**src/rtl/rv32_fetch_pkg.sv**
```systemverilog
// Shared types and constants for the RV32IM instruction fetch stage.
package rv32_fetch_pkg;

  typedef enum logic [1:0] {
    ISSUE   = 2'd0,
    WAIT    = 2'd1,
    DISCARD = 2'd2,
    HOLD    = 2'd3
  } fetch_state_e;

  localparam logic [31:0] DEFAULT_RESET_PC  = 32'h0000_0000;
  localparam logic [31:0] DEFAULT_NOP_INSTR = 32'h0000_0013;
  localparam logic [31:0] PC_INCREMENT      = 32'd4;

endpackage

```
**src/rtl/instruction_fetch_unit_if.sv**
```systemverilog
// Instruction cache read bus between the fetch stage (master) and the cache (slave).
interface instruction_fetch_unit_if;
  logic        ICACHE_READ;
  logic [31:0] ICACHE_ADDRESS;
  logic [31:0] ICACHE_READDATA;
  logic        ICACHE_BUSYWAIT;

  modport master (
    output ICACHE_READ,
    output ICACHE_ADDRESS,
    input  ICACHE_READDATA,
    input  ICACHE_BUSYWAIT
  );

  modport slave (
    input  ICACHE_READ,
    input  ICACHE_ADDRESS,
    output ICACHE_READDATA,
    output ICACHE_BUSYWAIT
  );
endinterface

```
**src/rtl/if_id_register.sv**
```systemverilog
// Generic pipeline register: instruction, pc, pc+4 and valid with load/flush/hold.
module if_id_register
  import rv32_fetch_pkg::*;
#(
  parameter logic [31:0] NOP_INSTR = DEFAULT_NOP_INSTR
) (
  input  logic        clk_i,
  input  logic        rst_i,
  input  logic        load_i,
  input  logic        flush_i,
  input  logic        hold_i,
  input  logic [31:0] instr_i,
  input  logic [31:0] pc_i,
  input  logic [31:0] pc_plus4_i,
  output logic [31:0] instr_o,
  output logic [31:0] pc_o,
  output logic [31:0] pc_plus4_o,
  output logic        valid_o
);

  logic [31:0] instr_q, pc_q, pc_plus4_q;
  logic        valid_q;

  // Flush outranks hold; pc fields are kept so ID can still see the last address.
  always_ff @(posedge clk_i or posedge rst_i) begin
    if (rst_i) begin
      instr_q    <= NOP_INSTR;
      pc_q       <= 32'h0;
      pc_plus4_q <= 32'h0;
      valid_q    <= 1'b0;
    end else if (flush_i) begin
      instr_q <= NOP_INSTR;
      valid_q <= 1'b0;
    end else if (load_i && !hold_i) begin
      instr_q    <= instr_i;
      pc_q       <= pc_i;
      pc_plus4_q <= pc_plus4_i;
      valid_q    <= 1'b1;
    end
  end

  assign instr_o    = instr_q;
  assign pc_o       = pc_q;
  assign pc_plus4_o = pc_plus4_q;
  assign valid_o    = valid_q;

endmodule

```
**src/rtl/instruction_fetch_unit.sv**
```systemverilog
// IF stage: owns the PC, drives the I-cache request, skids on ID stalls, handles redirects.
module instruction_fetch_unit
  import rv32_fetch_pkg::*;
#(
  parameter logic [31:0] RESET_PC  = DEFAULT_RESET_PC,
  parameter logic [31:0] NOP_INSTR = DEFAULT_NOP_INSTR
) (
  input  logic                     clock,
  input  logic                     reset,
  instruction_fetch_unit_if.master icache,
  input  logic                     STALL,
  input  logic                     BRANCH_TAKEN,
  input  logic [31:0]              BRANCH_TARGET,
  output logic [31:0]              IF_ID_INSTRUCTION,
  output logic [31:0]              IF_ID_PC,
  output logic [31:0]              IF_ID_PC_PLUS4,
  output logic                     IF_ID_VALID
);

  fetch_state_e state_q, state_d;
  logic [31:0]  pc_q, pc_d, pending_q, pending_d;
  logic [31:0]  skid_instr_q, skid_instr_d, skid_pc_q, skid_pc_d;
  logic         read_prev_q;
  logic         read, complete;
  logic [31:0]  target;
  logic         ifid_load, ifid_flush;
  logic [31:0]  ifid_instr, ifid_pc;

  // Read is decoded from state so an async reset drops it without waiting for an edge.
  assign read     = (state_q == WAIT) || (state_q == DISCARD);
  assign complete = read && read_prev_q && !icache.ICACHE_BUSYWAIT;
  assign target   = {BRANCH_TARGET[31:2], 2'b00};

  assign icache.ICACHE_READ    = read;
  assign icache.ICACHE_ADDRESS = pc_q;

  always_comb begin
    state_d      = state_q;
    pc_d         = pc_q;
    pending_d    = pending_q;
    skid_instr_d = skid_instr_q;
    skid_pc_d    = skid_pc_q;
    ifid_load    = 1'b0;
    ifid_flush   = 1'b0;
    ifid_instr   = icache.ICACHE_READDATA;
    ifid_pc      = pc_q;
    unique case (state_q)
      ISSUE: begin
        if (BRANCH_TAKEN) begin
          pc_d       = target;
          ifid_flush = 1'b1;
        end else if (!STALL) begin
          state_d = WAIT;
        end
      end
      WAIT: begin
        if (BRANCH_TAKEN) begin
          ifid_flush = 1'b1;
          if (complete) begin
            pc_d    = target;
            state_d = ISSUE;
          end else begin
            pending_d = target;
            state_d   = DISCARD;
          end
        end else if (complete) begin
          if (STALL) begin
            skid_instr_d = icache.ICACHE_READDATA;
            skid_pc_d    = pc_q;
            state_d      = HOLD;
          end else begin
            ifid_load = 1'b1;
            pc_d      = pc_q + PC_INCREMENT;
            state_d   = ISSUE;
          end
        end
      end
      DISCARD: begin
        // The outstanding miss cannot be cancelled; the latest redirect wins once it lands.
        if (BRANCH_TAKEN) pending_d = target;
        if (complete) begin
          pc_d    = BRANCH_TAKEN ? target : pending_q;
          state_d = ISSUE;
        end
      end
      HOLD: begin
        if (BRANCH_TAKEN) begin
          pc_d       = target;
          ifid_flush = 1'b1;
          state_d    = ISSUE;
        end else if (!STALL) begin
          ifid_load  = 1'b1;
          ifid_instr = skid_instr_q;
          ifid_pc    = skid_pc_q;
          pc_d       = pc_q + PC_INCREMENT;
          state_d    = ISSUE;
        end
      end
    endcase
  end

  always_ff @(posedge clock or posedge reset) begin
    if (reset) begin
      state_q      <= ISSUE;
      pc_q         <= RESET_PC;
      pending_q    <= 32'h0;
      skid_instr_q <= 32'h0;
      skid_pc_q    <= 32'h0;
      read_prev_q  <= 1'b0;
    end else begin
      state_q      <= state_d;
      pc_q         <= pc_d;
      pending_q    <= pending_d;
      skid_instr_q <= skid_instr_d;
      skid_pc_q    <= skid_pc_d;
      read_prev_q  <= read;
    end
  end

  if_id_register #(
    .NOP_INSTR (NOP_INSTR)
  ) u_if_id (
    .clk_i      (clock),
    .rst_i      (reset),
    .load_i     (ifid_load),
    .flush_i    (ifid_flush),
    .hold_i     (STALL),
    .instr_i    (ifid_instr),
    .pc_i       (ifid_pc),
    .pc_plus4_i (ifid_pc + PC_INCREMENT),
    .instr_o    (IF_ID_INSTRUCTION),
    .pc_o       (IF_ID_PC),
    .pc_plus4_o (IF_ID_PC_PLUS4),
    .valid_o    (IF_ID_VALID)
  );

endmodule

```
**src/flat_wrapper.sv**
```systemverilog
// flat-port wrapper written by rule: the top's interface ports become plain ports
module instruction_fetch_unit_flat import rv32_fetch_pkg::*;
#(
  parameter logic [31:0] RESET_PC  = DEFAULT_RESET_PC,
  parameter logic [31:0] NOP_INSTR = DEFAULT_NOP_INSTR
)
  (clock, reset, STALL, BRANCH_TAKEN, BRANCH_TARGET, IF_ID_INSTRUCTION, IF_ID_PC, IF_ID_PC_PLUS4, IF_ID_VALID, icache_ICACHE_READ, icache_ICACHE_ADDRESS, icache_ICACHE_READDATA, icache_ICACHE_BUSYWAIT);
  instruction_fetch_unit_if icache_i ();
  input  logic clock;
  input  logic reset;
  input  logic STALL;
  input  logic BRANCH_TAKEN;
  input  logic [31:0] BRANCH_TARGET;
  output logic [31:0] IF_ID_INSTRUCTION;
  output logic [31:0] IF_ID_PC;
  output logic [31:0] IF_ID_PC_PLUS4;
  output logic IF_ID_VALID;
  output wire logic [$bits(icache_i.ICACHE_READ)-1:0] icache_ICACHE_READ;
  output wire logic [$bits(icache_i.ICACHE_ADDRESS)-1:0] icache_ICACHE_ADDRESS;
  input wire logic [$bits(icache_i.ICACHE_READDATA)-1:0] icache_ICACHE_READDATA;
  input wire logic [$bits(icache_i.ICACHE_BUSYWAIT)-1:0] icache_ICACHE_BUSYWAIT;
  assign icache_ICACHE_READ = icache_i.ICACHE_READ;
  assign icache_ICACHE_ADDRESS = icache_i.ICACHE_ADDRESS;
  assign icache_i.ICACHE_READDATA = icache_ICACHE_READDATA;
  assign icache_i.ICACHE_BUSYWAIT = icache_ICACHE_BUSYWAIT;
  instruction_fetch_unit #(.RESET_PC(RESET_PC), .NOP_INSTR(NOP_INSTR)) u_core (.clock(clock), .reset(reset), .icache(icache_i), .STALL(STALL), .BRANCH_TAKEN(BRANCH_TAKEN), .BRANCH_TARGET(BRANCH_TARGET), .IF_ID_INSTRUCTION(IF_ID_INSTRUCTION), .IF_ID_PC(IF_ID_PC), .IF_ID_PC_PLUS4(IF_ID_PC_PLUS4), .IF_ID_VALID(IF_ID_VALID));
endmodule
```
**config.mk**
```make
export PLATFORM = sky130hd
export DESIGN_NAME = instruction_fetch_unit_flat
export DESIGN_NICKNAME = d
export VERILOG_FILES = /design/src/rtl/rv32_fetch_pkg.sv /design/src/rtl/instruction_fetch_unit_if.sv /design/src/rtl/if_id_register.sv /design/src/rtl/instruction_fetch_unit.sv /design/src/flat_wrapper.sv
export SDC_FILE = /design/constraint.sdc
export NUM_CORES = 1
export LEC_CHECK = 0
export BUFFER_PORTS_ARGS = -buffer_cell sky130_fd_sc_hd__buf_4
export CAP_MARGIN = 5
export CORE_MARGIN = 2
export CORE_UTILIZATION = 26
export DETAILED_ROUTE_END_ITERATION = 12
export GPL_ROUTABILITY_DRIVEN = 0
export GPL_TIMING_DRIVEN = 1
export SYNTH_ARGS = -nofsm -noshare
export SYNTH_HDL_FRONTEND = slang
export SYNTH_SLANG_ARGS = --single-unit
```
**constraint.sdc**
```tcl
create_clock -name clock -period 8.11 [get_ports clock]
set_input_delay 0.811 -clock clock [delete_from_list [all_inputs] [get_ports clock]]
set_output_delay 0.811 -clock clock [all_outputs]
set_load 0.1 [all_outputs]
```
==> impl_metrics.json <==
{
  "antenna_left": 0,
  "slew_headroom_pct": 18.99,
  "grt_max_degree": 111,
  "cts_max_level": 1,
  "cts_resized": 0,
  "place_hpwl_um": 25540,
  "drcViolationCount": 0,
  "via_per_inst": 5.075,
  "synth.area.top_cells": "dfrtp_1 (47%), mux2_2 (9.8%), nand2_1 (3.9%)",
  "grt-ovfl-total": 0,
  "synth.top_cell.area_share_pct": 47.38,
  "drt-pass1-iter-count": 7,
  "fp-row-count": 77,
  "setup_viol": 0,
  "cp_max_fo": 38,
  "synthToLayoutAreaGrowth_pct": 24.88,
  "final_max_slew_viol_count": 0,
  "synth_area_um2": 11780,
  "synth_edf_count": 0,
  "cp-end-kind": "flip-flop",
  "fin_crit_sh_pct": 48.11,
  "worst_pin_slew_ns": 1.214,
  "worstSetupPathType": "flip-flop to flip-flop",
  "portBuffers": 196,
  "fmax_mhz": 256.3,
  "synth_cells": 1195,
  "synthArstFlopShare_pct": 100.0,
  "ys_seq_area_share_pct": 48.05,
  "cap_violations": 0,
  "rsz0062_at_grt": "false",
  "final.setup.tns_ns": 0,
  "arrival_ns": 4.34,
  "yosysUniqueCellTypes": 72,
  "initial_utilization_pct": 26.46,
  "stdcell_area_um2": 14710,
  "grt_pass1_vias": 9484,
  "via_count": 9891,
  "drive_above_1_share_pct": 28.47,
  "final_util_pct": 33.04,
  "io_pins": 199,
  "cts_max_path_buffers": 3,
  "start_kind": "flip-flop",
  "core_area_um2": 44510,
  "antenna_found_initial": 10,
  "worst_slack_ns": 4.208,
  "hp-class": "input pin to asynchronous set/reset pin",
  "syn_nets": 1271,
  "ys_warn_count": 0,
  "track_usage_pct": 15.32,
  "place_ws_ns": 3.899,
  "die_area_um2": 47020,
  "worstPathRequired_ns": 8.55,
  "finalHoldViolations": 0,
  "die_x_um": 216.8,
  "drt_iter0_drc": 791,
  "yosys.area.top_type": "dfrtp_1",
  "status": "complete, no violations",
  "drt_wl_total_um": 36560,
  "postCtsSetupRepairBufs": 0,
  "fin_crit_ns": 3.902,
  "cts_buffers": 27,
  "post_drt_wl_per_cell_um": 18.76,
  "path_clk_slew_ns": 0.06,
  "cts_sinks": 226,
  "cts_tree": "built",
  "cts_hold_buf": 0,
  "die-height_um": 216.8,
  "finClkSkew_ns": 0.01834,
  "syn_area_per_cell_um2": 9.856,
  "synthTopCellsByCount": "dfrtp_1 (223), nand2_1 (123), mux2_2 (103)",
  "yosys_register_bits": 226,
  "clkLatencyLatePin_ns": 0.56,
  "grt_pass1_wl_um": 57310,
  "cts_root_buf": "clkbuf_16",
  "placed_area_um2": 13750,
  "synth_most_common_cell": "dfrtp_1",
  "finalNetCount": 1411,
  "synth_flop_cell": "dfrtp_1"
}
## worst paths after layout
check / cells past startpoint / start / slack (ns) / to
max in group asynchronous: 3 / reset / 6.30 / u_core.u_if_id.instr_o[6]
min in group clock: 2 / u_core.skid_instr_q[30] / 0.48 / u_core.u_if_id.instr_o[30]
worst max-delay path: 7 / u_core.state_q[1] / 4.21 / u_core.skid_pc_q[2]
worst min register to register: 2 / u_core.skid_instr_q[30] / 0.48 / u_core.u_if_id.instr_o[30]
worst max register to register: 7 / u_core.state_q[1] / 4.21 / u_core.skid_pc_q[2]
worst min-delay path: 2 / reset / 0.43 / u_core.state_q[0]
## placed cells by master, fill, tap and decap left out, types with 5 or more instances in the layout
cell and instances:
nand4_1 21, clkbuf_8 6, a22oi_1 16, nand2b_1 6, or3_1 8, nor2_1 90
and4_1 8, buf_4 212, ha_1 6, o21a_1 7, a211oi_1 10, mux2_2 103
and3_1 35, xnor2_1 10, o31a_1 8, a21oi_1 73, nand2_1 122, clkbuf_16 27
dfrtp_1 223, nor4_1 15, mux2i_1 28, a21o_1 7, o31ai_1 16, a22o_1 17
o21ai_0 74, a221oi_1 8, xor2_1 16, a31oi_1 18, nand3_1 28, inv_1 10
nor3_1 16, o41ai_1 5
## layout make-up
cell class	count	area (um2)
Tap cell	592	740.7
Sequential cell	226	5659
Clock buffer	37	773.2
Multi-Input combinational cell	857	5713
Antenna cell	1	2.502
Inverter	11	48.80
Clock inverter	13	178.9
Fill cell	4616	29800
Timing Repair Buffer	212	1592
## critical path, stage by stage (launching register included)
cell	delay, ns
dfrtp_1	0.40
inv_1	0.10
ha_1	0.34
nand3b_1	0.28
nor2_2	1.00
nand2_2	0.78
buf_4	0.53
mux2_2	0.34
## cells by family after synthesis
kind of cell	Yosys count	share of synthesized area (%)
simple gates	379	15.48
compound gates	314	17.73
buf+inv	112	3.835
xor+xnor	26	1.933
flops	226	48.05
mux	131	12.23
fa+ha+maj	7	0.7436
## per-stage QoR
step / hold slack, ns / std cells
4_1_cts: 0.4501 / 1948
6_report: 0.4311 / 1949
3_5_place_dp: 0.4743 / 1898
3_3_place_gp: 0.4563 / 1898
5_1_grt: 0.4796 / 1948
2_1_floorplan: 0.4444 / 1195
## sequential cells by signal (all words and copies together) (netlist names)
register and flops:
u_core.u_if_id.valid_o 1, u_core.pending_q 32, u_core.icache.ICACHE_ADDRESS 32, u_core.skid_instr_q 32, u_core.skid_pc_q 32, u_core.u_if_id.instr_o 32
u_core.u_if_id.pc_plus4_o 30, u_core.state_q 2, u_core.read_prev_q 1, u_core.u_if_id.pc_o 32
## routing by layer
| metal | part of all wire [%] | GRT usage, % |
|---|---|---|
| met1 | 45 | 21.21 |
| met2 | 45 | 23.38 |
| met3 | 7.1 | 4.137 |
| met4 | 2.5 | 4.498 |
| met5 | 0.31 | 0 |
Power is not shown: default switching activity piles up to over one toggle a cycle in this logic, so the estimate is an artifact.
